===== src/rtl/sterownik_pkg.sv =====
// rtl/sterownik_pkg.sv - shared types, widths and constants for the crank speed controller
//
// Purpose: state enum, output codes and field widths used by sterownik_obrotow
//          and dzielnik_sekwencyjny, plus the ramp-step helper.
// Ports:   none (package).

package sterownik_pkg;

    localparam int RPM_W   = 7;
    localparam int TAKT_W  = 9;
    localparam int TIMER_W = 20;
    localparam int DZIEL_W = 16;

    // Output code meaning "engine stopped"; never produced while running.
    localparam logic [TAKT_W-1:0] TAKT_STOP = 9'h1FF;
    localparam logic [TAKT_W-1:0] TAKT_MAX  = 9'd510;

    typedef enum logic [2:0] {
        STOP   = 3'd0,
        DZIEL  = 3'd1,
        ZMIANA = 3'd2,
        CZEKAJ = 3'd3,
        PRACA  = 3'd4
    } stan_t;

    // Moves rpm_akt towards cel by at most krok.
    function automatic logic [RPM_W-1:0] nastepne_rpm(
        input logic [RPM_W-1:0] rpm_akt,
        input logic [RPM_W-1:0] cel,
        input logic [RPM_W-1:0] krok
    );
        logic [RPM_W-1:0] roznica;
        if (cel > rpm_akt) begin
            roznica = cel - rpm_akt;
            return rpm_akt + ((roznica < krok) ? roznica : krok);
        end else begin
            roznica = rpm_akt - cel;
            return rpm_akt - ((roznica < krok) ? roznica : krok);
        end
    endfunction

endpackage


===== src/rtl/dzielnik_sekwencyjny.sv =====
// rtl/dzielnik_sekwencyjny.sv - 16/7 restoring divider, one quotient bit per clock
//
// Purpose: computes i_dzielna / i_dzielnik in exactly 16 cycles after i_start.
// Ports:   i_clk, i_rst (async, active-high)
//          i_start     - load operands and begin (divisor must be non-zero)
//          i_dzielna   - 16-bit dividend
//          i_dzielnik  - 7-bit divisor
//          o_iloraz    - 16-bit quotient, held until the next i_start
//          o_gotowe    - one-cycle pulse, 16 cycles after i_start

module dzielnik_sekwencyjny
    import sterownik_pkg::*;
(
    input  logic               i_clk,
    input  logic               i_rst,
    input  logic               i_start,
    input  logic [DZIEL_W-1:0] i_dzielna,
    input  logic [RPM_W-1:0]   i_dzielnik,
    output logic [DZIEL_W-1:0] o_iloraz,
    output logic               o_gotowe
);

    logic [RPM_W-1:0]   r_reszta;
    logic [DZIEL_W-1:0] r_iloraz;
    logic [RPM_W-1:0]   r_dzielnik;
    logic [4:0]         r_licznik;
    logic               r_gotowe;

    // The dividend shifts out of the top of r_iloraz while quotient bits
    // shift in at the bottom.
    logic [RPM_W:0]   w_przes;
    logic [RPM_W+1:0] w_roznica;

    assign w_przes   = {r_reszta, r_iloraz[DZIEL_W-1]};
    assign w_roznica = {1'b0, w_przes} - {2'b00, r_dzielnik};

    always_ff @(posedge i_clk or posedge i_rst) begin
        if (i_rst) begin
            r_reszta   <= '0;
            r_iloraz   <= '0;
            r_dzielnik <= '0;
            r_licznik  <= '0;
            r_gotowe   <= 1'b0;
        end else begin
            r_gotowe <= 1'b0;
            if (i_start) begin
                r_reszta   <= '0;
                r_iloraz   <= i_dzielna;
                r_dzielnik <= i_dzielnik;
                r_licznik  <= 5'd16;
            end else if (r_licznik != 5'd0) begin
                r_licznik <= r_licznik - 5'd1;
                // Borrow bit clear: trial subtraction fits, keep it.
                if (!w_roznica[RPM_W+1]) begin
                    r_reszta <= w_roznica[RPM_W-1:0];
                    r_iloraz <= {r_iloraz[DZIEL_W-2:0], 1'b1};
                end else begin
                    r_reszta <= w_przes[RPM_W-1:0];
                    r_iloraz <= {r_iloraz[DZIEL_W-2:0], 1'b0};
                end
                if (r_licznik == 5'd1) begin
                    r_gotowe <= 1'b1;
                end
            end
        end
    end

    assign o_iloraz = r_iloraz;
    assign o_gotowe = r_gotowe;

endmodule


===== src/rtl/sterownik_obrotow.sv =====
// rtl/sterownik_obrotow.sv - engine crank speed controller with start-up phase and rpm ramp
//
// Purpose: ramps rpm towards a target in bounded steps and publishes the
//          matching clocks-per-degree value, K_TAKTOW / rpm, saturated to 510.
// Ports:   clk, rst (async, active-high)
//          start, stop              - one-cycle requests (stop wins)
//          rpm_zadane, zadanie_wazne - target rpm and its strobe
//          rpm                      - current rpm
//          taktowanie_na_stopien    - clocks per degree, 9'h1FF when stopped
//          sygnal_zmiany_rpm        - pulse marking a new rpm/taktowanie pair
//          rozruch                  - high during the start-up phase
//          zajety                   - high outside STOP and PRACA

module sterownik_obrotow
    import sterownik_pkg::*;
#(
    parameter logic [DZIEL_W-1:0] K_TAKTOW      = 16'd6000,
    parameter logic [RPM_W-1:0]   RPM_ROZRUCH   = 7'd2,
    parameter logic [TIMER_W-1:0] CZAS_ROZRUCHU = 20'd500000,
    parameter logic [TIMER_W-1:0] OKRES_RAMPY   = 20'd100000,
    parameter logic [RPM_W-1:0]   KROK_RPM      = 7'd1
) (
    input  logic              clk,
    input  logic              rst,
    input  logic              start,
    input  logic              stop,
    input  logic [RPM_W-1:0]  rpm_zadane,
    input  logic              zadanie_wazne,
    output logic [RPM_W-1:0]  rpm,
    output logic [TAKT_W-1:0] taktowanie_na_stopien,
    output logic              sygnal_zmiany_rpm,
    output logic              rozruch,
    output logic              zajety
);

    stan_t               r_stan;
    stan_t               w_stan_nast;
    logic [RPM_W-1:0]    r_rpm;
    logic [RPM_W-1:0]    r_rpm_nast;
    logic [RPM_W-1:0]    r_cel;
    logic [TAKT_W-1:0]   r_takt;
    logic [TIMER_W-1:0]  r_timer;
    logic                r_puls;
    logic                r_rozruch;

    logic                w_decyzja;
    logic [RPM_W-1:0]    w_rpm_nast;
    logic                w_dziel_start;
    logic                w_timer_koniec;
    logic [DZIEL_W-1:0]  w_iloraz;
    logic                w_gotowe;

    // The divider is started on the decision edge itself, using the freshly
    // chosen rpm_nast, so the pulse lands 18 edges after the decision.
    dzielnik_sekwencyjny u_dzielnik (
        .i_clk      (clk),
        .i_rst      (rst),
        .i_start    (w_dziel_start),
        .i_dzielna  (K_TAKTOW),
        .i_dzielnik (w_rpm_nast),
        .o_iloraz   (w_iloraz),
        .o_gotowe   (w_gotowe)
    );

    always_ff @(posedge clk or posedge rst) begin
        if (rst) begin
            r_stan <= STOP;
        end else begin
            r_stan <= w_stan_nast;
        end
    end

    always_comb begin
        w_stan_nast    = r_stan;
        w_decyzja      = 1'b0;
        w_rpm_nast     = r_rpm_nast;
        w_dziel_start  = 1'b0;
        w_timer_koniec = (r_stan == CZEKAJ) && (r_timer <= TIMER_W'(1));

        case (r_stan)
            STOP: begin
                if (start && !stop) begin
                    w_decyzja  = 1'b1;
                    w_rpm_nast = RPM_ROZRUCH;
                end
            end
            DZIEL: begin
                if (w_gotowe) begin
                    w_stan_nast = ZMIANA;
                end
            end
            ZMIANA: begin
                w_stan_nast = (r_rpm_nast == '0) ? STOP : CZEKAJ;
            end
            CZEKAJ: begin
                if (w_timer_koniec) begin
                    if (r_cel == r_rpm) begin
                        w_stan_nast = PRACA;
                    end else begin
                        w_decyzja  = 1'b1;
                        w_rpm_nast = nastepne_rpm(r_rpm, r_cel, KROK_RPM);
                    end
                end
            end
            PRACA: begin
                if (r_cel != r_rpm) begin
                    w_decyzja  = 1'b1;
                    w_rpm_nast = nastepne_rpm(r_rpm, r_cel, KROK_RPM);
                end
            end
            default: begin
                w_stan_nast = STOP;
            end
        endcase

        // A zero target needs no division: publish the stop code directly.
        if (w_decyzja) begin
            if (w_rpm_nast == '0) begin
                w_stan_nast = ZMIANA;
            end else begin
                w_stan_nast   = DZIEL;
                w_dziel_start = 1'b1;
            end
        end
    end

    always_ff @(posedge clk or posedge rst) begin
        if (rst) begin
            r_rpm      <= '0;
            r_rpm_nast <= '0;
            r_cel      <= RPM_ROZRUCH;
            r_takt     <= TAKT_STOP;
            r_timer    <= '0;
            r_puls     <= 1'b0;
            r_rozruch  <= 1'b0;
        end else begin
            r_puls     <= 1'b0;
            r_rpm_nast <= w_rpm_nast;

            // r_cel is the request latch: the newest request overwrites it
            // and is consumed at the next decision point.
            if (stop) begin
                r_cel <= '0;
            end else if (zadanie_wazne) begin
                r_cel <= (rpm_zadane == '0) ? RPM_W'(1) : rpm_zadane;
            end

            case (r_stan)
                STOP: begin
                    if (w_decyzja) begin
                        r_rozruch <= 1'b1;
                    end
                end
                ZMIANA: begin
                    // rpm and taktowanie move together on this single edge.
                    r_rpm  <= r_rpm_nast;
                    r_puls <= 1'b1;
                    if (r_rpm_nast == '0) begin
                        r_takt <= TAKT_STOP;
                    end else begin
                        r_takt  <= (w_iloraz > {7'd0, TAKT_MAX}) ? TAKT_MAX
                                                                 : w_iloraz[TAKT_W-1:0];
                        r_timer <= r_rozruch ? CZAS_ROZRUCHU : OKRES_RAMPY;
                    end
                end
                CZEKAJ: begin
                    if (w_timer_koniec) begin
                        r_timer   <= '0;
                        r_rozruch <= 1'b0;
                    end else begin
                        r_timer <= r_timer - TIMER_W'(1);
                    end
                end
                default: begin
                end
            endcase
        end
    end

    assign rpm                   = r_rpm;
    assign taktowanie_na_stopien = r_takt;
    assign sygnal_zmiany_rpm     = r_puls;
    assign rozruch               = r_rozruch;
    assign zajety                = (r_stan != STOP) && (r_stan != PRACA);

endmodule


===== config.mk =====
export PLATFORM = sky130hd
export DESIGN_NAME = sterownik_obrotow
export DESIGN_NICKNAME = d
export VERILOG_FILES = /design/src/rtl/sterownik_pkg.sv /design/src/rtl/dzielnik_sekwencyjny.sv /design/src/rtl/sterownik_obrotow.sv
export SDC_FILE = /design/constraint.sdc
export NUM_CORES = 1
export LEC_CHECK = 0
export CAP_MARGIN = 10
export CORE_MARGIN = 5
export CORE_UTILIZATION = 55
export CTS_CLUSTER_SIZE = 25
export DETAILED_ROUTE_END_ITERATION = 8
export PLACE_DENSITY = 0.76
export RECOVER_POWER = 50
export SETUP_SLACK_MARGIN = 0.15
export SLEW_MARGIN = 40
export SYNTH_ARGS = -nofsm -noshare
export SYNTH_HDL_FRONTEND = slang
export SYNTH_HIERARCHICAL = 1
export SYNTH_SLANG_ARGS = --single-unit

===== constraint.sdc =====
create_clock -name clk -period 4.9 [get_ports clk]
set_input_delay 1.47 -clock clk [delete_from_list [all_inputs] [get_ports clk]]
set_output_delay 1.47 -clock clk [all_outputs]
set_load 0.005 [all_outputs]

==> summary.md <==
| Metric | Value |
|---|---|
| Outcome | finished, violations left |
| Clock transition at path regs | roughly 110 ps |
| Pleak | 3.00 nW |
| Layout cells sized above 1 | 18.3% |
| Proportion of synthesized area in mux cells | between 3 and 4% |
| Reg-to-reg startpoint | r_cel[1] |
| Hold slack | ~500 ps |
| First DRT Iteration DRCs | 382 |
| CTS Buffer Depth | 2 |
| Worst rel slew slack | -11.4% |
| Synth cell types | between 70 and 80 |
| Routed WL | 14000 um |
| Dpl cell area | 6380 um^2 |
| Worst slew pin tran | around 1700 ps |
| Power Density | roughly 280 nW/um^2 |
| Height of the chip | 112 um |
| Initial antenna violation count | 0 |
| Startpoint Class | flop |
| # DRC | 0 |
| Initial DRT Pass Iterations | 6 |
| Commonest cells after routing, fill and taps aside | dfrtp_1, nor2_1, nand2_1 |
| Hold_buf cts | 0 |
| Pins Over Slew Limit | 37 |
| Via/cell ratio | 5.87 |
| Final hold vios | 0 |
| Final instance area | between 6000 and 7000 um^2 |
| CP endpoint kind | flop |
| Num ports | 31 |
| Vias | 5034 |
| Max Cap Viol | 1 |
| Compound-Gate Fraction of Synth Area | 22.6% |
| Row cnt | 37 |
| Full die area | 12500 um^2 |
| Util after Layout | between 60% and 70% |
| Routability congestion estimate | around 0.96 |
| Grt total ovfl | 0 |
| Hold depth | 1 |
| XOR/XNOR Fraction of Synth Area | 1.69% |
| Hold Crit Start | r_timer[19] |
| Final cell count without fillers | between 800 and 900 |
| Post-synth EDFFs | 0 |
| Area Growth Syn to Fin | 21.4% |
| Worst VDD drop | 0.272 mV |
| Most common cell after layout, fill and taps aside | dfrtp_1 |
| CTS Buf Count | 9 |
| Post-DP HPWL | 10200 um |
| Final setup violation count | 0 |
| Main synth FF type | dfrtp_1 |
| Cells after Synth | 634 |
| Peak Freq | 205 MHz |
| WS Path Type | reg -> reg |
| Ant diodes | 0 |
| Crit path max-delay cell type | dfstp_2 |
| Synth warnings | 6 |
| Async set-reset flop share out of synthesis | 100% |
| Fin crit share | 99.5% |
| Crit path depth | 22 |
| CP delay by family, top | compound AO/OA/AOI/OAI gates |
| GRT Total Usage | 22.7% |
| Post-Synth Adder-Cell Area | 8.21% |
| CP peak stage delay | 600 ps |
| Simple-gate share of the synthesized area | 18.8% |
| Critical path peak fanout | 8 |
| Die W | approximately 110 um |
| Clk Latency, worst-skew pair | 380 ps |
| Wirelength per Cell | 16.3 um |
| Failing checks | max-capacitance violations, max-slew violations |
| Global-route wire length before repair | 23800 um |
| Worst hold-check path type | reg -> reg |
| Pin count of the biggest net entering global routing | 37 |
| RSZ-0062 raised after global routing | yes |
| Minimum clock period | roughly 5000 ps |
| Root Driver | clkbuf_8 |
| Mapped cell area | 5700 um^2 |
| Main combinational cell family by area after synthesis | compound AO/OA/AOI/OAI gates |
| Setup crit start | r_cel[1] |
| Power, Total | 1.92 mW |
| Vias in the first global route | 4903 |
| CORE AREA | between 10000 and 15000 um^2 |
| Crit path DAT | 5140 ps |
| PortBufs | 30 |
| #FFs+latches synth | 91 |
| Initial Utilization | 55.7% |
| H-tree depth | 3 |
| Reg2reg path depth | 22 |
| Sequential-to-total area share from yosys stat | around two fifths |
| CP bufs+invs | 3 |
| Mean Syn Cell Area | about 9 um^2 |
| CTS tree | yes |
| Antenna Violating Nets Remaining | 0 |
| Dpl cells | between 800 and 900 |
| NumNets Final | 764 |
| Clk_skew | 14.3 ps |
| CP required | ~5200 ps |
| Critical path cell sequence | ha_4 > nor2b_4 > o31a_1 > or2_4 > a211oi_2 > nor2_2 > o21ai_2 > mux2i_1 > ha_2 > inv_1 > fa_2 > a211oi_2 > or2_4 > a21oi_1 > a311o_1 > nand3_2 > nor4_4 > a21oi_4 > nor3_4 > buf_6 > buf_6 > a221o_1 |
| CTS sink cnt | 91 |
==> report_power, final <==
group | leakage, nW | internal, mW | switching, mW
clock network | 0.103 | 0.204 | 0.311
logic | 1.81 | 0.241 | 0.217
registers | 1.09 | 0.859 | 0.0871
total | 3.00 | 1.30 | 0.615
==> cells by family after synthesis <==
| group | count (synthesis) |
|---|---|
| other | 2 |
| AOI/OAI and AO/OA | 191 |
| buffers and inverters | 70 |
| adders and majority gates | 35 |
| DFF | 91 |
| xor gates and xnor gates | 11 |
| muxes | 18 |
| and+or+nand+nor | 216 |
==> worst register-to-register path, stage by stage, from the launching register on <==
cell,delay (ps)
dfstp_2,600
ha_4,220
nor2b_4,120
o31a_1,270
or2_4,250
a211oi_2,210
nor2_2,80
o21ai_2,190
mux2i_1,250
ha_2,210
inv_1,60
fa_2,370
a211oi_2,240
or2_4,180
a21oi_1,60
a311o_1,370
nand3_2,110
nor4_4,50
a21oi_4,290
nor3_4,80
buf_6,130
buf_6,120
a221o_1,290
==> layer usage <==
layer | up-vias | part of all wire [%] | GRT usage (%)
li1 | 2435 | - | -
met1 | 2453 | 45 | 32.1
met2 | 130 | 49 | 36.8
met3 | 16 | 4.5 | 2.93
met4 | 0 | 1.3 | 6.57
met5 | - | 0 | 0
==> registers in the layout, summed over array words and instances (netlist names), 5 cells and up <==
register               count
u_dzielnik/r_licznik       5
u_dzielnik/o_iloraz       16
taktowanie_na_stopien      9
u_dzielnik/r_reszta        7
u_dzielnik/r_dzielnik      7
r_rpm_nast                 7
rpm                        7
r_cel                      7
r_timer                   20
==> Yosys cell counts, drive strengths merged, types with 3 or more instances <==
| cell | instances | area, um^2 |
|---|---|---|
| nand2 | 61 | 229 |
| o21ai | 60 | 312 |
| dfstp | 10 | 263 |
| nor2 | 67 | 251 |
| o211ai | 6 | 45.0 |
| a211oi | 9 | 67.6 |
| nor2b | 10 | 62.6 |
| a21boi | 3 | 22.5 |
| or4 | 5 | 41.3 |
| fa | 4 | 80.1 |
| ha | 31 | 388 |
| nor3b | 4 | 30.0 |
| mux2 | 3 | 33.8 |
| inv | 45 | 169 |
| a211o | 3 | 26.3 |
| o21a | 4 | 30.0 |
| or2 | 7 | 46.3 |
| or3 | 5 | 31.3 |
| nor4 | 9 | 77.6 |
| xor2 | 5 | 43.8 |
| and2 | 5 | 31.3 |
| a31oi | 4 | 25.0 |
| a221o | 12 | 120 |
| nand3 | 11 | 60.1 |
| mux2i | 15 | 150 |
| a21oi | 37 | 185 |
| a31o | 4 | 35.0 |
| nand2b | 9 | 56.3 |
| buf | 10 | 68.8 |
| o31ai | 8 | 60.1 |
| dfrtp | 81 | 2030 |
| xnor2 | 6 | 52.6 |
| o311ai | 3 | 26.3 |
| nor3 | 14 | 75.1 |
| a21o | 7 | 52.6 |
| clkbuf | 15 | 56.3 |
| o22a | 11 | 96.3 |
==> stage by stage <==
stage | setup TNS (ps) | setup slack [ps]
floorplan | 0 | 163
global placement | -1250 | -77.9
detailed placement | -2970 | -177
CTS | -1120 | -64.8
global route | -8580 | -291
finish | 0 | 24.1
==> final timing paths <==
check,to,slack [ps]
setup / recovery,u_dzielnik/o_iloraz[1],20
hold / removal,r_timer[19],500
setup reg to reg,u_dzielnik/o_iloraz[1],20
hold reg to reg,r_timer[19],500
max in group asynchronous,taktowanie_na_stopien[6],1930
min in group asynchronous,u_dzielnik/o_iloraz[7],1820
==> area by class of cell <==
class,instances,area [um^2]
timing repair buffer,82,741
clock inverter,7,76.3
multi-input combinational,488,3340
clock buffer,9,124
fill,801,3320
sequential,91,2290
inverter,45,170
tap,136,170
==> what timing repair did <==
action / CTS / global route
gates resized for setup: 51 / 13
pin swaps: 20 / 10
gates cloned: 2 / 0
endpoints found under the setup margin: 32 / 38
buffers inserted: 14 / 3
Power figures use the tool's default switching activity.
